--- src/rtl/trs_pipe.sv ---
// Two-stage, multi-channel truncate/round/saturate pipeline with a shared
// valid/ready handshake and a sticky saturation-event counter.
module trs_pipe #(
    parameter int IN_WIDTH      = 36,
    parameter int OUT_WIDTH     = 16,
    parameter int TRUNC         = 18,
    parameter int NUM_CH        = 2,
    parameter int SAT_CNT_WIDTH = 16
) (
    input  logic                          clk,
    input  logic                          rst_n,
    input  logic [1:0]                    rnd_mode,
    input  logic                          s_valid,
    output logic                          s_ready,
    input  logic [NUM_CH*IN_WIDTH-1:0]    s_data,
    output logic                          m_valid,
    input  logic                          m_ready,
    output logic [NUM_CH*OUT_WIDTH-1:0]   m_data,
    output logic [NUM_CH-1:0]             m_sat,
    output logic [SAT_CNT_WIDTH-1:0]      sat_cnt,
    input  logic                          sat_cnt_clr
);

    localparam int TW = IN_WIDTH - TRUNC;
    localparam int PW = $clog2(NUM_CH + 1);
    localparam int CW = SAT_CNT_WIDTH + PW + 1;
    localparam logic [CW-1:0] CNT_MAX = {{(CW-SAT_CNT_WIDTH){1'b0}}, {SAT_CNT_WIDTH{1'b1}}};

    logic en;
    logic s1_valid_reg;
    logic m_valid_reg;

    assign en      = ~m_valid_reg | m_ready;
    assign s_ready = en;
    assign m_valid = m_valid_reg;

    genvar gi;
    generate
        for (gi = 0; gi < NUM_CH; gi++) begin : g_ch
            logic [IN_WIDTH-1:0]  din;
            logic [TW:0]          t;
            logic                 g;
            logic                 s;
            logic                 r;
            logic [TW:0]          y_next;
            logic [TW:0]          y_reg;
            logic                 ovf;
            logic [OUT_WIDTH-1:0] dout_next;
            logic                 sat_next;
            logic [OUT_WIDTH-1:0] dout_reg;
            logic                 sat_reg;

            assign din = s_data[gi*IN_WIDTH +: IN_WIDTH];
            assign t   = {din[IN_WIDTH-1], din[IN_WIDTH-1:TRUNC]};
            assign g   = din[TRUNC-1];

            if (TRUNC > 1) begin : g_sticky
                assign s = |din[TRUNC-2:0];
            end else begin : g_nosticky
                assign s = 1'b0;
            end

            always_comb begin
                r = 1'b0;
                case (rnd_mode)
                    2'd0:    r = 1'b0;
                    2'd1:    r = g;
                    2'd2:    r = g & (s | t[0]);
                    default: r = g & (~din[IN_WIDTH-1] | s);
                endcase
            end

            // One headroom bit above the truncated field means +r cannot wrap.
            assign y_next = t + {{TW{1'b0}}, r};

            // Out of range whenever the bits above the output sign are not a pure sign extension.
            assign ovf = ~((&y_reg[TW:OUT_WIDTH-1]) | ~(|y_reg[TW:OUT_WIDTH-1]));

            always_comb begin
                dout_next = y_reg[OUT_WIDTH-1:0];
                sat_next  = 1'b0;
                if (ovf) begin
                    sat_next  = 1'b1;
                    dout_next = y_reg[TW] ? {1'b1, {(OUT_WIDTH-1){1'b0}}}
                                          : {1'b0, {(OUT_WIDTH-1){1'b1}}};
                end
            end

            always_ff @(posedge clk or negedge rst_n) begin
                if (!rst_n) begin
                    y_reg    <= '0;
                    dout_reg <= '0;
                    sat_reg  <= 1'b0;
                end else if (en) begin
                    y_reg <= y_next;
                    if (s1_valid_reg) begin
                        dout_reg <= dout_next;
                        sat_reg  <= sat_next;
                    end
                end
            end

            assign m_data[gi*OUT_WIDTH +: OUT_WIDTH] = dout_reg;
            assign m_sat[gi]                         = sat_reg;
        end
    endgenerate

    always_ff @(posedge clk or negedge rst_n) begin
        if (!rst_n) begin
            s1_valid_reg <= 1'b0;
            m_valid_reg  <= 1'b0;
        end else if (en) begin
            s1_valid_reg <= s_valid;
            m_valid_reg  <= s1_valid_reg;
        end
    end

    logic [CW-1:0]            pop;
    logic [CW-1:0]            sum;
    logic [SAT_CNT_WIDTH-1:0] sat_cnt_reg;
    logic [SAT_CNT_WIDTH-1:0] sat_cnt_next;

    always_comb begin
        pop = '0;
        for (int i = 0; i < NUM_CH; i++) begin
            pop = pop + CW'(m_sat[i]);
        end
        sum          = CW'(sat_cnt_reg) + pop;
        sat_cnt_next = sat_cnt_reg;
        if (sat_cnt_clr) begin
            sat_cnt_next = '0;
        end else if (m_valid_reg && m_ready) begin
            sat_cnt_next = (sum > CNT_MAX) ? {SAT_CNT_WIDTH{1'b1}} : sum[SAT_CNT_WIDTH-1:0];
        end
    end

    always_ff @(posedge clk or negedge rst_n) begin
        if (!rst_n) begin
            sat_cnt_reg <= '0;
        end else begin
            sat_cnt_reg <= sat_cnt_next;
        end
    end

    assign sat_cnt = sat_cnt_reg;

endmodule

--- config.mk ---
export PLATFORM = sky130hd
export DESIGN_NAME = trs_pipe
export DESIGN_NICKNAME = d
export VERILOG_FILES = /design/src/rtl/trs_pipe.sv
export SDC_FILE = /design/constraint.sdc
export NUM_CORES = 1
export LEC_CHECK = 0
export CORE_MARGIN = 3
export CORE_UTILIZATION = 43
export CTS_BUF_LIST = sky130_fd_sc_hd__clkbuf_16
export DETAILED_ROUTE_END_ITERATION = 7
export PLACE_DENSITY = 0.78
export SETUP_SLACK_MARGIN = 0.5
export SLEW_MARGIN = 20
export SYNTH_ARGS = -nofsm -noshare
export SYNTH_HDL_FRONTEND = slang
export SYNTH_SLANG_ARGS = --single-unit
export TNS_END_PERCENT = 20
--- constraint.sdc ---
create_clock -name clk -period 1.98 [get_ports clk]
set_clock_uncertainty 0.05 [all_clocks]
set_input_delay 0.396 -clock clk [delete_from_list [all_inputs] [get_ports clk]]
set_output_delay 0.396 -clock clk [all_outputs]
set_load 0.05 [all_outputs]
Yosys cells after proc, flatten, opt, wreduce, memory -nomap -nowiden
Cells that the tools add are included.
{"block": "classes", "mux": 11, "n_reduce_logical": 10, "n_bitwise": 16, "eq_ne": 2, "order_cmp": 1, "n_addsub": 4}
{"op": "$mux W16", "n": 7}
{"op": "$add A18 B2 Y19", "n": 2}
{"op": "$reduce_or A17 Y1", "n": 2}
{"op": "$add A16 B2 Y17", "n": 1}
{"op": "$gt A17 B16 Y1 const B", "n": 1}
{"op": "$reduce_and A4 Y1", "n": 2}
{"op": "$reduce_or A4 Y1", "n": 2}
{"op": "$or A1 B1 Y1", "n": 7}
{"op": "$pmux W1 S3", "n": 2}
{"op": "$not A1 Y1", "n": 5}
{"op": "$and A1 B1 Y1", "n": 4}
{"op": "$add A1 B1 Y2", "n": 1}
{"op": "$eq A2 B1 Y1 const B", "n": 1}
{"op": "$eq A2 B2 Y1 const B", "n": 1}
{"op": "$logic_not A2 Y1", "n": 1}
{"op": "$mux W1", "n": 2}
{"op": "$reduce_and A2 Y1", "n": 1}
{"op": "$reduce_bool A2 Y1", "n": 1}
{"op": "$logic_and A1 B1 Y1", "n": 1}
{"block": "totals", "output_inout_bits": 52, "reg_bits": 90, "elab_cells": 53, "inputBits": 79}

Longest topological paths before layout
{"block": "logic_depth", "depth_word": 6, "depth_mapped": 10, "depth_no_buf": 10}

Worst setup path before layout
No wires, ideal clock.
{"block": "synth_timing", "path_kind": "input -> register", "from": "input s_data[5]", "to": "register g_ch[0].y_reg[12]", "setup_ns": 0.083, "required_time_ns": 1.847, "cell_stages": 10, "path_buffers": 0, "path_slack_ns": -0.720, "arrival_time_ns": 2.568, "path_cell_list": "or4_1 -> a2111oi_0 -> nand4_1 -> a31o_2 -> ha_1 -> ha_1 -> nand3_1 -> nor3_1 -> xnor2_1 -> o21ai_0"}
{"block": "synth_between", "elab_chain_cells": 5, "elab_cells_between_ends": 7, "cone_classes": "1 x add/sub; 1 x mux; 4 x bitwise; 1 x reduce/logical"}
{"item": "start: declaration", "line_no": "15", "source": "input logic [NUM_CH*IN_WIDTH-1:0] s_data,"}
{"item": "$reduce_or A17 Y1 (*)", "line_no": "58", "source": "assign s = |din[TRUNC-2:0];"}
{"item": "$or A1 B1 Y1, on equally long branches", "line_no": "69, 68"}
{"item": "$and A1 B1 Y1, on equally long branches", "line_no": "69, 68"}
{"item": "$pmux W1 S3 (*)", "line_no": "65", "source": "case (rnd_mode)"}
{"item": "$add A18 B2 Y19 (*)", "line_no": "74", "source": "assign y_next = t + {{TW{1'b0}}, r};"}
{"item": "end signal: assignment", "line_no": "95", "source": "y_reg <= y_next;"}
{"item": "end: declaration", "line_no": "46", "source": "logic [TW:0] y_reg;"}
Every way passes the cells marked *; elsewhere a longest branch is shown, timed or not.
A chain may end at the register's enable or synchronous reset.

Final worst setup path
{"block": "layout_timing", "from": "input s_data[6]", "to": "register g_ch[0].y_reg[16]"}
The elaborated chain is that of the path after synthesis.

==> impl_metrics.ini <==
[die]
pin_count = 131
num_rows = 36
die_w_um = 109
die_area_um2 = 11800
floorplan.initialDensity_pct = 45.4
core_um2 = 10000
die_h_um = 109

[clocking]
clk_path_buf_depth = 2
numCtsBuffers = 9
hold_buffers = 0
cts_root_buf = clkbuf_16
clkLatencyLatePin_ns = 0.33
cts_tree = done
h-tree-depth = 3
cts.clk_slew.worst_paths_ns = 0.06
cts.sinks = 90

[synthesis]
dominantRegCellSynth = dfrtp_1
synth_seq_cells = 90
synth_area_leaders = dfrtp_1 50%, nand2_1 8.0%, xnor2_1 4.8%
synth.avg_cell_area_um2 = 8.86
seq_area_frac_synth_pct = 49.7
postSynthCellCount = 512
async_flop_share_pct = 100
syn_nets = 597
synth_warnings = 0
yosysTopAreaCell = dfrtp_1
synth_edf_count = 0
synthDistinctLibCells = 46
synth_top_area_share_pct = 49.7
netlist_area_um2 = 4540

[sta]
fin_crit_ns = 2.19
setup_violations = 24
finalCritPeriodShare_pct = 110
max_freq_mhz = 457
slew_violations = 0
timing.final.ws_setup_ns = -0.207
relSlewSlack_pct = 67.9
final_hold_viol_count = 0
rsz0062_at_grt = true
worstMarginPinSlew_ns = 0.482

[critical_path]
worstPathArrival_ns = 2.34
crit_fanout = 7
cp-start-kind = primary input
worst_path_max_delay_cell = or4_4
path_class = primary input to flop
rr_worst_depth = 7
r2r-start = sat_cnt[0]$_DFFE_PN0P_
critPathMaxStageDelay_ns = 0.53
critPathLaunch = s_data[6]
crit_required_ns = 2.14
crit_path_frequent_cell = ha_4
path_cells = buf_6 -> or4_4 -> a2111oi_4 -> nand4_1 -> a31o_2 -> ha_4 -> ha_4 -> nand3_4 -> nor4_4 -> xnor2_1 -> o21ai_1
critPathCaptureType = flop

[drt]
first_pass_iters = 5
via_count = 4777
wl_um = 14600
drt_iter0_drc = 307
via_per_inst = 5.66
ant_nets = 0
drc = 0
wire_per_inst_um = 17.2

[layout]
layout_commonest_cell = nand2_1
nets = 793
diodes = 0
final_core_util_pct = 72.3
largest_reg_flops = 38
drive_above_1_share_pct = 34.5
area_delta_synth_final_pct = 59.4
layout_common_cells = 91 x nand2_1, 85 x buf_4, 83 x dfrtp_1, 50 x clkdlybuf4s50_1, 44 x nor2_1

[power_and_ir_drop]
pwr-share-comb_pct = 36.6
ir_worst_vdd_mv = 0.552
p_leak_uw = 0.00304
power.density_nw_per_um2 = 911
internal-power_uw = 4100
p_switching_uw = 2490
pwr-share-seq_pct = 37.0
clock_power_share_pct = 26.4
fin_total_pwr_uw = 6590
swShare_pct = 37.8

[grt]
gr-usage-all-layers_pct = 24.5
use_met2_pct = 42.5
grt_antenna_before_repair = 0
use_met3_pct = 3.37
grt_pass1_vias = 4812
use_met1_pct = 30.9
grt_max_degree = 91
top_usage_layer = met2
grt_pass1_wl_um = 23000
grt_overflow_total = 0

[placement]
place_congestion = 0.954
port_buffers = 130
post-dp-hpwl_um = 9410
dp_slack_ns = -0.902

[status]
outcome = complete, but fails checks
violations = setup timing

[run]
drv_cap = 0

[hold_path]
worstHoldPathType = primary input to async pin
repair_timing:
item | in CTS | in global routing
resized for setup | 284 | 38
buffers inserted | 5 | 10
pin swaps | 79 | 42
setup endpoints to repair | 109 | 94
worst max-delay path: cells and delay by family:
kind            cells  cell delay [ns]
fa+ha+maj           2             0.33
xor+xnor            1             0.16
buf+inv             1             0.09
compound gates      3             0.50
simple gates        4             0.86
stage by stage:
stage	std cells	setup TNS (ns)	cell area (um^2)	hold slack [ns]
floorplan	512	-8.33	4610	0.0504
CTS	834	-4.04	7010	0.0733
detailed placement	815	-26.49	6400	0.412
finish	844	-2.56	7230	0.0407
global placement	815	-24.04	6400	0.405
global route	844	-5.37	7230	0.0807
per-layer routing:
layer	vias up	part of all wire (%)	routed length, um
met5	-	0	0
met4	0	2.4	350
met3	38	5.3	775
met2	213	53	7700
met1	2329	39	5730
li1	2197	-	-
power groups by stage:
stage	Clock [uW]	Sequential [uW]	Combinational (uW)
6_report	1740	2440	2410
5_1_grt	1840	2470	2560
4_1_cts	1750	2430	2310
3_5_place_dp	0	2460	2340
3_3_place_gp	0	2450	2290
2_1_floorplan	0	3180	609
area by class of cell:
class	count	area [um^2]
fill	710	2770
multi-input combinational	385	2650
sequential	90	2260
timing repair buffer	208	1800
clock buffer	9	225
tap	133	166
clock inverter	5	72.6
inverter	14	52.6
synthesized netlist by cell type, drive strengths merged (4+ instances only):
cell type,n
a211oi,4
o21ai,37
clkbuf,14
and3,8
o21bai,6
ha,5
a21oi,34
nand2,97
nand4,12
xnor2,25
nor4,16
and2,5
nor3,17
buf,9
nor2,49
or2,4
a31oi,9
inv,14
dfrtp,90
nand3,21
path summary, 6_finish.rpt:
path	end	slack, ns
min reg2reg	g_ch[1].y_reg[1]$_DFFE_PN0N_	0.43
max reg2reg	sat_cnt[15]$_DFFE_PN0P_	0
max in group asynchronous	sat_cnt[5]$_DFFE_PN0P_	1.44
min in group clk	g_ch[1].y_reg[1]$_DFFE_PN0N_	0.43
min	sat_cnt[12]$_DFFE_PN0P_	0.04
max	g_ch[0].y_reg[16]$_DFFE_PN0N_	-0.21
logic make-up after synthesis:
| group | Yosys count | share of synthesized area, % |
|---|---|---|
| AND/OR/NAND/NOR | 238 | 24.4 |
| AO/OA/AOI/OAI | 108 | 14.1 |
| flip-flops | 90 | 49.7 |
| buffers and inverters | 37 | 3.48 |
| XOR/XNOR | 28 | 5.41 |
| adder cells (fa/ha/maj) | 6 | 1.82 |
| multiplexers | 5 | 1.16 |
Note: power is estimated with default switching activity, not from simulation.
